===== src/rtl/mlaccel_memarb_if.sv =====
// Client and memory-side bundle for the mlaccel memory arbiter.
// slave = arbiter side, master = clients + memory macro side.
interface mlaccel_memarb_if;
  logic        c_ren;
  logic [1:0]  c_wen;
  logic [15:0] c_addr;
  logic [15:0] c_wdata;
  logic        c_rvalid;
  logic        q_req;
  logic [1:0]  q_wen;
  logic [15:0] q_addr;
  logic [15:0] q_wdata;
  logic        q_gnt;
  logic        q_rvalid;
  logic        s_req;
  logic [15:0] s_addr;
  logic        s_gnt;
  logic        s_rvalid;
  logic [15:0] mem_addr;
  logic [1:0]  mem_wen;
  logic [15:0] mem_wdata;
  logic [63:0] mem_rdata;
  logic [63:0] r_data;

  modport slave (
    input  c_ren, c_wen, c_addr, c_wdata,
    input  q_req, q_wen, q_addr, q_wdata,
    input  s_req, s_addr, mem_rdata,
    output c_rvalid, q_gnt, q_rvalid,
    output s_gnt, s_rvalid,
    output mem_addr, mem_wen, mem_wdata, r_data
  );

  modport master (
    output c_ren, c_wen, c_addr, c_wdata,
    output q_req, q_wen, q_addr, q_wdata,
    output s_req, s_addr, mem_rdata,
    input  c_rvalid, q_gnt, q_rvalid,
    input  s_gnt, s_rvalid,
    input  mem_addr, mem_wen, mem_wdata, r_data
  );
endinterface


===== src/rtl/mlaccel_memarb.sv =====
// Single-port memory arbiter (C > Q/S) with read-return tagging and wait stats.
// Define MLACCEL_MEMARB_RR_EN for Q/S round-robin instead of fixed Q > S.
module mlaccel_memarb #(
  parameter int MEM_LAT = 2,
  parameter int WAIT_W  = 8
) (
  input  logic              clock,
  input  logic              reset,
  mlaccel_memarb_if.slave   bus,
  input  logic              clr_stats,
  output logic [WAIT_W-1:0] q_wait_max,
  output logic [WAIT_W-1:0] s_wait_max
);

  typedef enum logic [1:0] {
    TAG_NONE = 2'd0,
    TAG_C    = 2'd1,
    TAG_Q    = 2'd2,
    TAG_S    = 2'd3
  } tag_e;

  logic c_act;
  logic q_win;
  logic s_win;
  tag_e new_tag;
  tag_e tag_out;

  tag_e tag_q [MEM_LAT];
  tag_e tag_d [MEM_LAT];

  logic [WAIT_W-1:0] q_cnt_q, q_cnt_d;
  logic [WAIT_W-1:0] s_cnt_q, s_cnt_d;
  logic [WAIT_W-1:0] q_max_q, q_max_d;
  logic [WAIT_W-1:0] s_max_q, s_max_d;

`ifdef MLACCEL_MEMARB_RR_EN
  logic last_s_q, last_s_d;
`endif

  assign c_act = bus.c_ren | (|bus.c_wen);

  always_comb begin
    q_win = 1'b0;
    s_win = 1'b0;
    if (!reset && !c_act) begin
`ifdef MLACCEL_MEMARB_RR_EN
      if (bus.q_req && bus.s_req) begin
        q_win = last_s_q;
        s_win = ~last_s_q;
      end else begin
        q_win = bus.q_req;
        s_win = bus.s_req;
      end
`else
      q_win = bus.q_req;
      s_win = bus.s_req & ~bus.q_req;
`endif
    end
  end

  assign bus.q_gnt = q_win;
  assign bus.s_gnt = s_win;

  always_comb begin
    bus.mem_addr  = bus.c_addr;
    bus.mem_wen   = 2'b00;
    bus.mem_wdata = bus.c_wdata;
    if (q_win) begin
      bus.mem_addr  = bus.q_addr;
      bus.mem_wen   = bus.q_wen;
      bus.mem_wdata = bus.q_wdata;
    end else if (s_win) begin
      bus.mem_addr  = bus.s_addr;
    end else if (c_act && !reset) begin
      bus.mem_wen   = bus.c_wen;
    end
  end

  // a C access with any byte enable set is a pure write
  always_comb begin
    new_tag = TAG_NONE;
    if (reset)
      new_tag = TAG_NONE;
    else if (bus.c_ren && (bus.c_wen == 2'b00))
      new_tag = TAG_C;
    else if (q_win && (bus.q_wen == 2'b00))
      new_tag = TAG_Q;
    else if (s_win)
      new_tag = TAG_S;
  end

  always_comb begin
    tag_d[0] = new_tag;
    for (int i = 1; i < MEM_LAT; i++)
      tag_d[i] = tag_q[i-1];
  end

  always_ff @(posedge clock) begin
    if (reset) begin
      for (int i = 0; i < MEM_LAT; i++)
        tag_q[i] <= TAG_NONE;
    end else begin
      for (int i = 0; i < MEM_LAT; i++)
        tag_q[i] <= tag_d[i];
    end
  end

  // gating with reset drops in-flight reads in the reset cycle too
  assign tag_out      = tag_q[MEM_LAT-1];
  assign bus.c_rvalid = !reset && (tag_out == TAG_C);
  assign bus.q_rvalid = !reset && (tag_out == TAG_Q);
  assign bus.s_rvalid = !reset && (tag_out == TAG_S);
  assign bus.r_data   = bus.mem_rdata;

  always_comb begin
    q_cnt_d = q_cnt_q;
    q_max_d = q_max_q;
    if (q_win) begin
      q_cnt_d = '0;
      if (q_cnt_q > q_max_q)
        q_max_d = q_cnt_q;
    end else if (bus.q_req) begin
      if (q_cnt_q != '1)
        q_cnt_d = q_cnt_q + 1'b1;
    end else begin
      q_cnt_d = '0;
    end
    if (clr_stats)
      q_max_d = '0;
  end

  always_comb begin
    s_cnt_d = s_cnt_q;
    s_max_d = s_max_q;
    if (s_win) begin
      s_cnt_d = '0;
      if (s_cnt_q > s_max_q)
        s_max_d = s_cnt_q;
    end else if (bus.s_req) begin
      if (s_cnt_q != '1)
        s_cnt_d = s_cnt_q + 1'b1;
    end else begin
      s_cnt_d = '0;
    end
    if (clr_stats)
      s_max_d = '0;
  end

  always_ff @(posedge clock) begin
    if (reset) begin
      q_cnt_q <= '0;
      s_cnt_q <= '0;
      q_max_q <= '0;
      s_max_q <= '0;
    end else begin
      q_cnt_q <= q_cnt_d;
      s_cnt_q <= s_cnt_d;
      q_max_q <= q_max_d;
      s_max_q <= s_max_d;
    end
  end

`ifdef MLACCEL_MEMARB_RR_EN
  always_comb begin
    last_s_d = last_s_q;
    if (q_win)
      last_s_d = 1'b0;
    else if (s_win)
      last_s_d = 1'b1;
  end

  always_ff @(posedge clock) begin
    if (reset)
      last_s_q <= 1'b1;
    else
      last_s_q <= last_s_d;
  end
`endif

  assign q_wait_max = q_max_q;
  assign s_wait_max = s_max_q;

endmodule


===== src/flat_wrapper.sv =====
// flat-port wrapper written by rule: the top's interface ports become plain ports
module mlaccel_memarb_flat 
#(
  parameter int MEM_LAT = 2,
  parameter int WAIT_W  = 8
)
  (clock, reset, clr_stats, q_wait_max, s_wait_max, bus_c_ren, bus_c_wen, bus_c_addr, bus_c_wdata, bus_q_req, bus_q_wen, bus_q_addr, bus_q_wdata, bus_s_req, bus_s_addr, bus_mem_rdata, bus_c_rvalid, bus_q_gnt, bus_q_rvalid, bus_s_gnt, bus_s_rvalid, bus_mem_addr, bus_mem_wen, bus_mem_wdata, bus_r_data);
  mlaccel_memarb_if bus_i ();
  input  logic clock;
  input  logic reset;
  input  logic clr_stats;
  output logic [WAIT_W-1:0] q_wait_max;
  output logic [WAIT_W-1:0] s_wait_max;
  input wire logic [$bits(bus_i.c_ren)-1:0] bus_c_ren;
  input wire logic [$bits(bus_i.c_wen)-1:0] bus_c_wen;
  input wire logic [$bits(bus_i.c_addr)-1:0] bus_c_addr;
  input wire logic [$bits(bus_i.c_wdata)-1:0] bus_c_wdata;
  input wire logic [$bits(bus_i.q_req)-1:0] bus_q_req;
  input wire logic [$bits(bus_i.q_wen)-1:0] bus_q_wen;
  input wire logic [$bits(bus_i.q_addr)-1:0] bus_q_addr;
  input wire logic [$bits(bus_i.q_wdata)-1:0] bus_q_wdata;
  input wire logic [$bits(bus_i.s_req)-1:0] bus_s_req;
  input wire logic [$bits(bus_i.s_addr)-1:0] bus_s_addr;
  input wire logic [$bits(bus_i.mem_rdata)-1:0] bus_mem_rdata;
  output wire logic [$bits(bus_i.c_rvalid)-1:0] bus_c_rvalid;
  output wire logic [$bits(bus_i.q_gnt)-1:0] bus_q_gnt;
  output wire logic [$bits(bus_i.q_rvalid)-1:0] bus_q_rvalid;
  output wire logic [$bits(bus_i.s_gnt)-1:0] bus_s_gnt;
  output wire logic [$bits(bus_i.s_rvalid)-1:0] bus_s_rvalid;
  output wire logic [$bits(bus_i.mem_addr)-1:0] bus_mem_addr;
  output wire logic [$bits(bus_i.mem_wen)-1:0] bus_mem_wen;
  output wire logic [$bits(bus_i.mem_wdata)-1:0] bus_mem_wdata;
  output wire logic [$bits(bus_i.r_data)-1:0] bus_r_data;
  assign bus_i.c_ren = bus_c_ren;
  assign bus_i.c_wen = bus_c_wen;
  assign bus_i.c_addr = bus_c_addr;
  assign bus_i.c_wdata = bus_c_wdata;
  assign bus_i.q_req = bus_q_req;
  assign bus_i.q_wen = bus_q_wen;
  assign bus_i.q_addr = bus_q_addr;
  assign bus_i.q_wdata = bus_q_wdata;
  assign bus_i.s_req = bus_s_req;
  assign bus_i.s_addr = bus_s_addr;
  assign bus_i.mem_rdata = bus_mem_rdata;
  assign bus_c_rvalid = bus_i.c_rvalid;
  assign bus_q_gnt = bus_i.q_gnt;
  assign bus_q_rvalid = bus_i.q_rvalid;
  assign bus_s_gnt = bus_i.s_gnt;
  assign bus_s_rvalid = bus_i.s_rvalid;
  assign bus_mem_addr = bus_i.mem_addr;
  assign bus_mem_wen = bus_i.mem_wen;
  assign bus_mem_wdata = bus_i.mem_wdata;
  assign bus_r_data = bus_i.r_data;
  mlaccel_memarb #(.MEM_LAT(MEM_LAT), .WAIT_W(WAIT_W)) u_core (.clock(clock), .reset(reset), .bus(bus_i), .clr_stats(clr_stats), .q_wait_max(q_wait_max), .s_wait_max(s_wait_max));
endmodule

===== config.mk =====
export PLATFORM = sky130hd
export DESIGN_NAME = mlaccel_memarb_flat
export DESIGN_NICKNAME = d
export VERILOG_FILES = /design/src/rtl/mlaccel_memarb_if.sv /design/src/rtl/mlaccel_memarb.sv /design/src/flat_wrapper.sv
export SDC_FILE = /design/constraint.sdc
export NUM_CORES = 1
export LEC_CHECK = 0
export CAP_MARGIN = 20
export CORE_AREA = 2 2 105 107
export DETAILED_ROUTE_END_ITERATION = 6
export DIE_AREA = 0 0 107 109
export PLACE_DENSITY = 0.74
export SYNTH_ARGS = -nofsm -noshare
export SYNTH_HDL_FRONTEND = slang
export SYNTH_SLANG_ARGS = --single-unit
export TNS_END_PERCENT = 50

===== constraint.sdc =====
create_clock -name clock -period 4.35 [get_ports clock]
set_input_delay 0.435 -clock clock [delete_from_list [all_inputs] [get_ports clock]]
set_output_delay 0.435 -clock clock [all_outputs]
set_load 0.05 [all_outputs]

# After elaboration in Yosys (flattened, before gate mapping)
# Memory sizes are Yosys's and may differ from the RTL's.
# Index checks and enable logic that the tools add are counted.
[op_classes]
n_addsub = 2
order_cmp = 2
n_eq_ne = 5
muxes = 17
n_bitwise = 6
n_reduce_logical = 17
[op_table]
columns = ["cell", "count"]
rows = [
  ["2-to-1 mux 16 bit", 3],
  ["2-to-1 mux 2 bit", 9],
  ["adder 8 x 1 -> 8 bit (second input constant)", 2],
  ["greater-than comparator 8 bit", 2],
  ["inequality test 8 bit (second input constant)", 2],
  ["logical AND 1 bit", 7],
  ["OR reduction 3 bit", 2],
  ["2-to-1 mux 1 bit", 5],
  ["equality test 2 bit (second input constant)", 2],
  ["zero test 2 bit", 2],
  ["AND reduction 2 bit", 2],
  ["OR reduction 2 bit", 2],
  ["OR 1 bit", 3],
  ["equality test 2 x 1 -> 1 bit (second input constant)", 1],
  ["zero test 1 bit", 2],
  ["NOT 1 bit", 2],
  ["bitwise AND 1 bit", 1],
]
[word_totals]
register_bits = 32
ramBits = 4
inputBits = 154
output_inout_bits = 119
elab_cells = 54
n_memories = 1
[memory_table]
columns = ["memory", "words", "width", "rd", "rd_clocked_by_memory_dff", "write_ports", "line", "source"]
rows = [
  ["u_core.tag_q", 2, 2, 2, 0, 2, "mlaccel_memarb.sv:28", "tag_e tag_q [MEM_LAT];"],
]

# Depth between registers and ports, before layout
[depth]
ltp_word = 10
ltp_mapped = 8
depth_no_buf = 7

# Worst setup path before layout
# No wires, ideal clock.
[synth_timing]
path_type = "in2out"
startpoint = "in reset"
endpoint = "out bus_mem_addr[10]"
arrival_ns = 2.542
t_required_ns = 3.915
slack_ns = 1.373
path_stages = 6
n_path_buf = 2
path_cell_list = "buf_2 nor2b_1 nand2_1 buf_2 mux2i_1 o21ai_0"
[synth_via]
elab_chain_len = 5
word_cells_on_any_way = 6
classes_between = "mux: 4; reduce/logical: 2"
[synth_lines]
columns = ["item", "line", "source"]
rows = [
  ["from (decl)", "flat_wrapper.sv:10", "input logic reset;"],
  ["zero test 1 bit (*)", "mlaccel_memarb.sv:45", "if (!reset && !c_act) begin"],
  ["logical AND 1 bit (*)", "mlaccel_memarb.sv:45", ""],
  ["2-to-1 mux 1 bit", "mlaccel_memarb.sv:45", ""],
  ["2-to-1 mux 16 bit", "mlaccel_memarb.sv:72", "end else if (s_win) begin"],
  ["2-to-1 mux 16 bit (*)", "mlaccel_memarb.sv:68", "if (q_win) begin"],
  ["to (decl)", "flat_wrapper.sv:30", "output wire logic [$bits(bus_i.mem_addr)-1:0] bus_mem_addr;"],
]
# Mark *: on every way between the ends. The rest lies on a longest branch, timed or not.

# Final worst setup path
[layout_timing]
startpoint = "in bus_c_wen[1]"
endpoint = "out bus_mem_addr[14]"
[layout_via]
elab_chain_len = 7
word_cells_on_any_way = 8
classes_between = "mux: 4; bitwise: 1; reduce/logical: 3"
[layout_lines]
columns = ["item", "line", "source"]
rows = [
  ["from (decl)", "flat_wrapper.sv:15", "input wire logic [$bits(bus_i.c_wen)-1:0] bus_c_wen;"],
  ["OR reduction 2 bit (*)", "mlaccel_memarb.sv:40", "assign c_act = bus.c_ren | (|bus.c_wen);"],
  ["OR 1 bit (*)", "mlaccel_memarb.sv:40", ""],
  ["zero test 1 bit (*)", "mlaccel_memarb.sv:45", ""],
  ["logical AND 1 bit (*)", "mlaccel_memarb.sv:45", ""],
  ["2-to-1 mux 1 bit", "mlaccel_memarb.sv:45", ""],
  ["2-to-1 mux 16 bit", "mlaccel_memarb.sv:72", ""],
  ["2-to-1 mux 16 bit (*)", "mlaccel_memarb.sv:68", ""],
]
# Marked as above.

==> metrics.txt <==
vias post-DR=2,899; Worst-Skew Late Latency=290 ps; Synth Flop Type=dfxtp_1; Root Buffer=clkbuf_8; startpoint types=input pin; FMAX=310 MHz; Reg clk slew, reported paths=80 ps; vias in the first global route=2,813; min-delay worst type=flop to flop; hpwl dp=8730 um; Post-CTS Setup Bufs=0; most frequent cells in the layout=109 x clkdlybuf4s50_1, 72 x nand2_1, 36 x buf_12, 36 x dfxtp_1, 27 x o21ai_0; syn_area_per_cell=7.50 sq um; FP Rows=38; routed wire length=10,200 um; # IOs=273; Final period util=74.1%; Net Sw Power=269 uW; critical path, cell by cell=clkdlybuf4s50_1 > nor4_2 > nand2_1 > buf_4 > mux2i_1 > o21ai_0 > buf_12; gr ovfl total=0; total die area=11,700 sq um; core footprint=10,600 sq um; final setup vio count=0; switch share=30.6%; Routed Antenna Nets=0; TritonRoute pass-1 iters=5; PD cells=196 nW/um^2; Max stage delay on crit path=500 ps; Final Hold Viols=0; CP endpoint kind=output pin; Die Height=109 um; Remaining DRCs=0; Worst VDD drop=0.111 mV; Max-cap violations=0; post-detailed-route wirelength per cell=16.8 um; Clk network pwr share=26.9%; Total GRT Usage=17.1%; syn nets=560; TritonCTS clock tree=done; largest net degree at the start of global routing=35; initial antenna violation count=0; most common library cell in the layout ignoring fill and taps=clkdlybuf4s50_1; drt initial violations=123; RSZ-0062 raised after global routing=false; GRT met2 Usage=28.3%; slowest CP cell=clkdlybuf4s50_1; Buffers & Inverters on Critical Path=3; Yosys cell types=38; Pint=610 uW; CTS buffer count=5; met1 Usage GRT=21.0%; vias per cell=4.76; number of port buffers=144; die width=107 um; Slew Limit Fails=0; RePlAce Congestion=0.926; layout cells sized above 1=10.4%; Setup Skew=5.51 ps; hold_buf cts=0; Sequential Power Share=38.2%; Nets=640; fin crit period=3220 ps; WP data required=3910 ps; P_leak=1.87 nW; Initial Utilization=27.5%; Slew HR=46.5%; FFs w/ async S/R, synth=0%; Setup WS pre-CTS=1150 ps; PostCTS Resize Cnt=0; first-pass GRT wire length=15,400 um; crit-path max FO=12; Syn Inst Count=388; Post-synth EDFFs=0; Logic pwr share=35.0%; Post-Syn Area=2910 sq um; Clock Sinks=36; Tightest Pin Transition=796 ps; final worst slack=1130 ps; CP delay by family, top=buffers and inverters; busiest metal layer after global routing=met2; met3 Use GR=6.34%; synthesized flop and latch total=36; Warnings, synthesis=0; H-tree depth=2; Area Overhead vs Synth=54.2%; # diodes=0; post-synthesis sequential area ratio=24.8%; Longest Clk Path Bufs=2; setup TNS=0 ps; Final Power=879 uW; fillers=1,037; status=finished clean; WP data arrival=2790 ps; WS Path Type=input pin to output pin
[flip-flops by register name, summed over array words and instances (netlist names)]
name / cells
u_core.q_cnt_q: 8
u_core.tag_q: 4
u_core.s_cnt_q: 8
u_core.q_wait_max: 8
u_core.s_wait_max: 8
[final timing paths]
path                                                         from                           endpoint  slack, ps  cells after the start
worst max-delay path                                 bus_c_wen[1]                   bus_mem_addr[14]       1130                      7
worst min register to register      u_core.tag_q[0][1]$_SDFF_PP0_      u_core.tag_q[0][3]$_SDFF_PP0_        450                      1
worst min-delay path                u_core.tag_q[0][1]$_SDFF_PP0_      u_core.tag_q[0][3]$_SDFF_PP0_        450                      1
worst max register to register  u_core.q_wait_max[7]$_SDFFE_PP0P_  u_core.q_wait_max[4]$_SDFFE_PP0P_       2150                      7
[cells by family after synthesis]
logic type | share of synthesized area [%]
compound gates | 12.8
xor+xnor | 2.11
fa+ha+maj | 7.74
buf+inv | 20.8
flops | 24.8
mux | 8.94
simple gates | 22.8
[power by group through the flow]
stage | Clock (mW) | Sequential, mW | Combinational (mW)
6_report | 0.236 | 0.335 | 0.307
5_1_grt | 0.254 | 0.336 | 0.322
4_1_cts | 0.243 | 0.335 | 0.310
3_5_place_dp | 0 | 0.343 | 0.307
3_3_place_gp | 0 | 0.343 | 0.307
2_1_floorplan | 0 | 0.342 | 0.272
[routing by layer]
metal / routed length, um / share of wire, % / vias up
li1: - / - / 1424
met1: 4120 / 40 / 1317
met2: 4870 / 48 / 150
met3: 1130 / 11 / 8
met4: 97 / 0.95 / 0
met5: 0 / 0 / -
[per-stage QoR]
| stage | hold WS, ps | instances | area, sq um | utilization (%) |
|---|---|---|---|---|
| after floorplan | 414 | 388 | 2910 | - |
| after global placement | 443 | 601 | 4400 | 41.5 |
| after detailed placement | 427 | 601 | 4400 | 41.5 |
| after CTS | 455 | 609 | 4490 | 42.3 |
| after global routing | 479 | 609 | 4490 | 42.3 |
| final | 451 | 609 | 4490 | 42.3 |
[worst reg2reg max path, stage by stage, from the launching register on]
cell	delay, ps
dfxtp_1	350
inv_1	60
ha_1	320
a21oi_1	140
o21ai_0	170
o31ai_1	740
o21ai_0	170
a21oi_1	180
[layout make-up]
type | instances | area, sq um | share of cell area, %
Inverter | 22 | 82.6 | 1.84
Tap cell | 140 | 175 | 3.90
Multi-Input combinational cell | 255 | 1580 | 35.3
Clock buffer | 5 | 68.8 | 1.53
Clock inverter | 3 | 23.8 | 0.530
Timing Repair Buffer | 148 | 1830 | 40.9
Sequential cell | 36 | 721 | 16.1
[cells in the mapped netlist, drive strengths merged (7+ instances only)]
| library cell | n | area, sq um |
|---|---|---|
| inv | 22 | 82.6 |
| dfxtp | 36 | 721 |
| ha | 18 | 225 |
| nand4 | 9 | 56.3 |
| nor2 | 19 | 71.3 |
| a21oi | 15 | 75.1 |
| buf | 70 | 505 |
| nand3 | 13 | 65.1 |
| mux2i | 26 | 260 |
| nand2 | 72 | 270 |
| o21ai | 28 | 140 |
| and3 | 7 | 43.8 |
No activity file was read; power rests on OpenSTA's default activity.
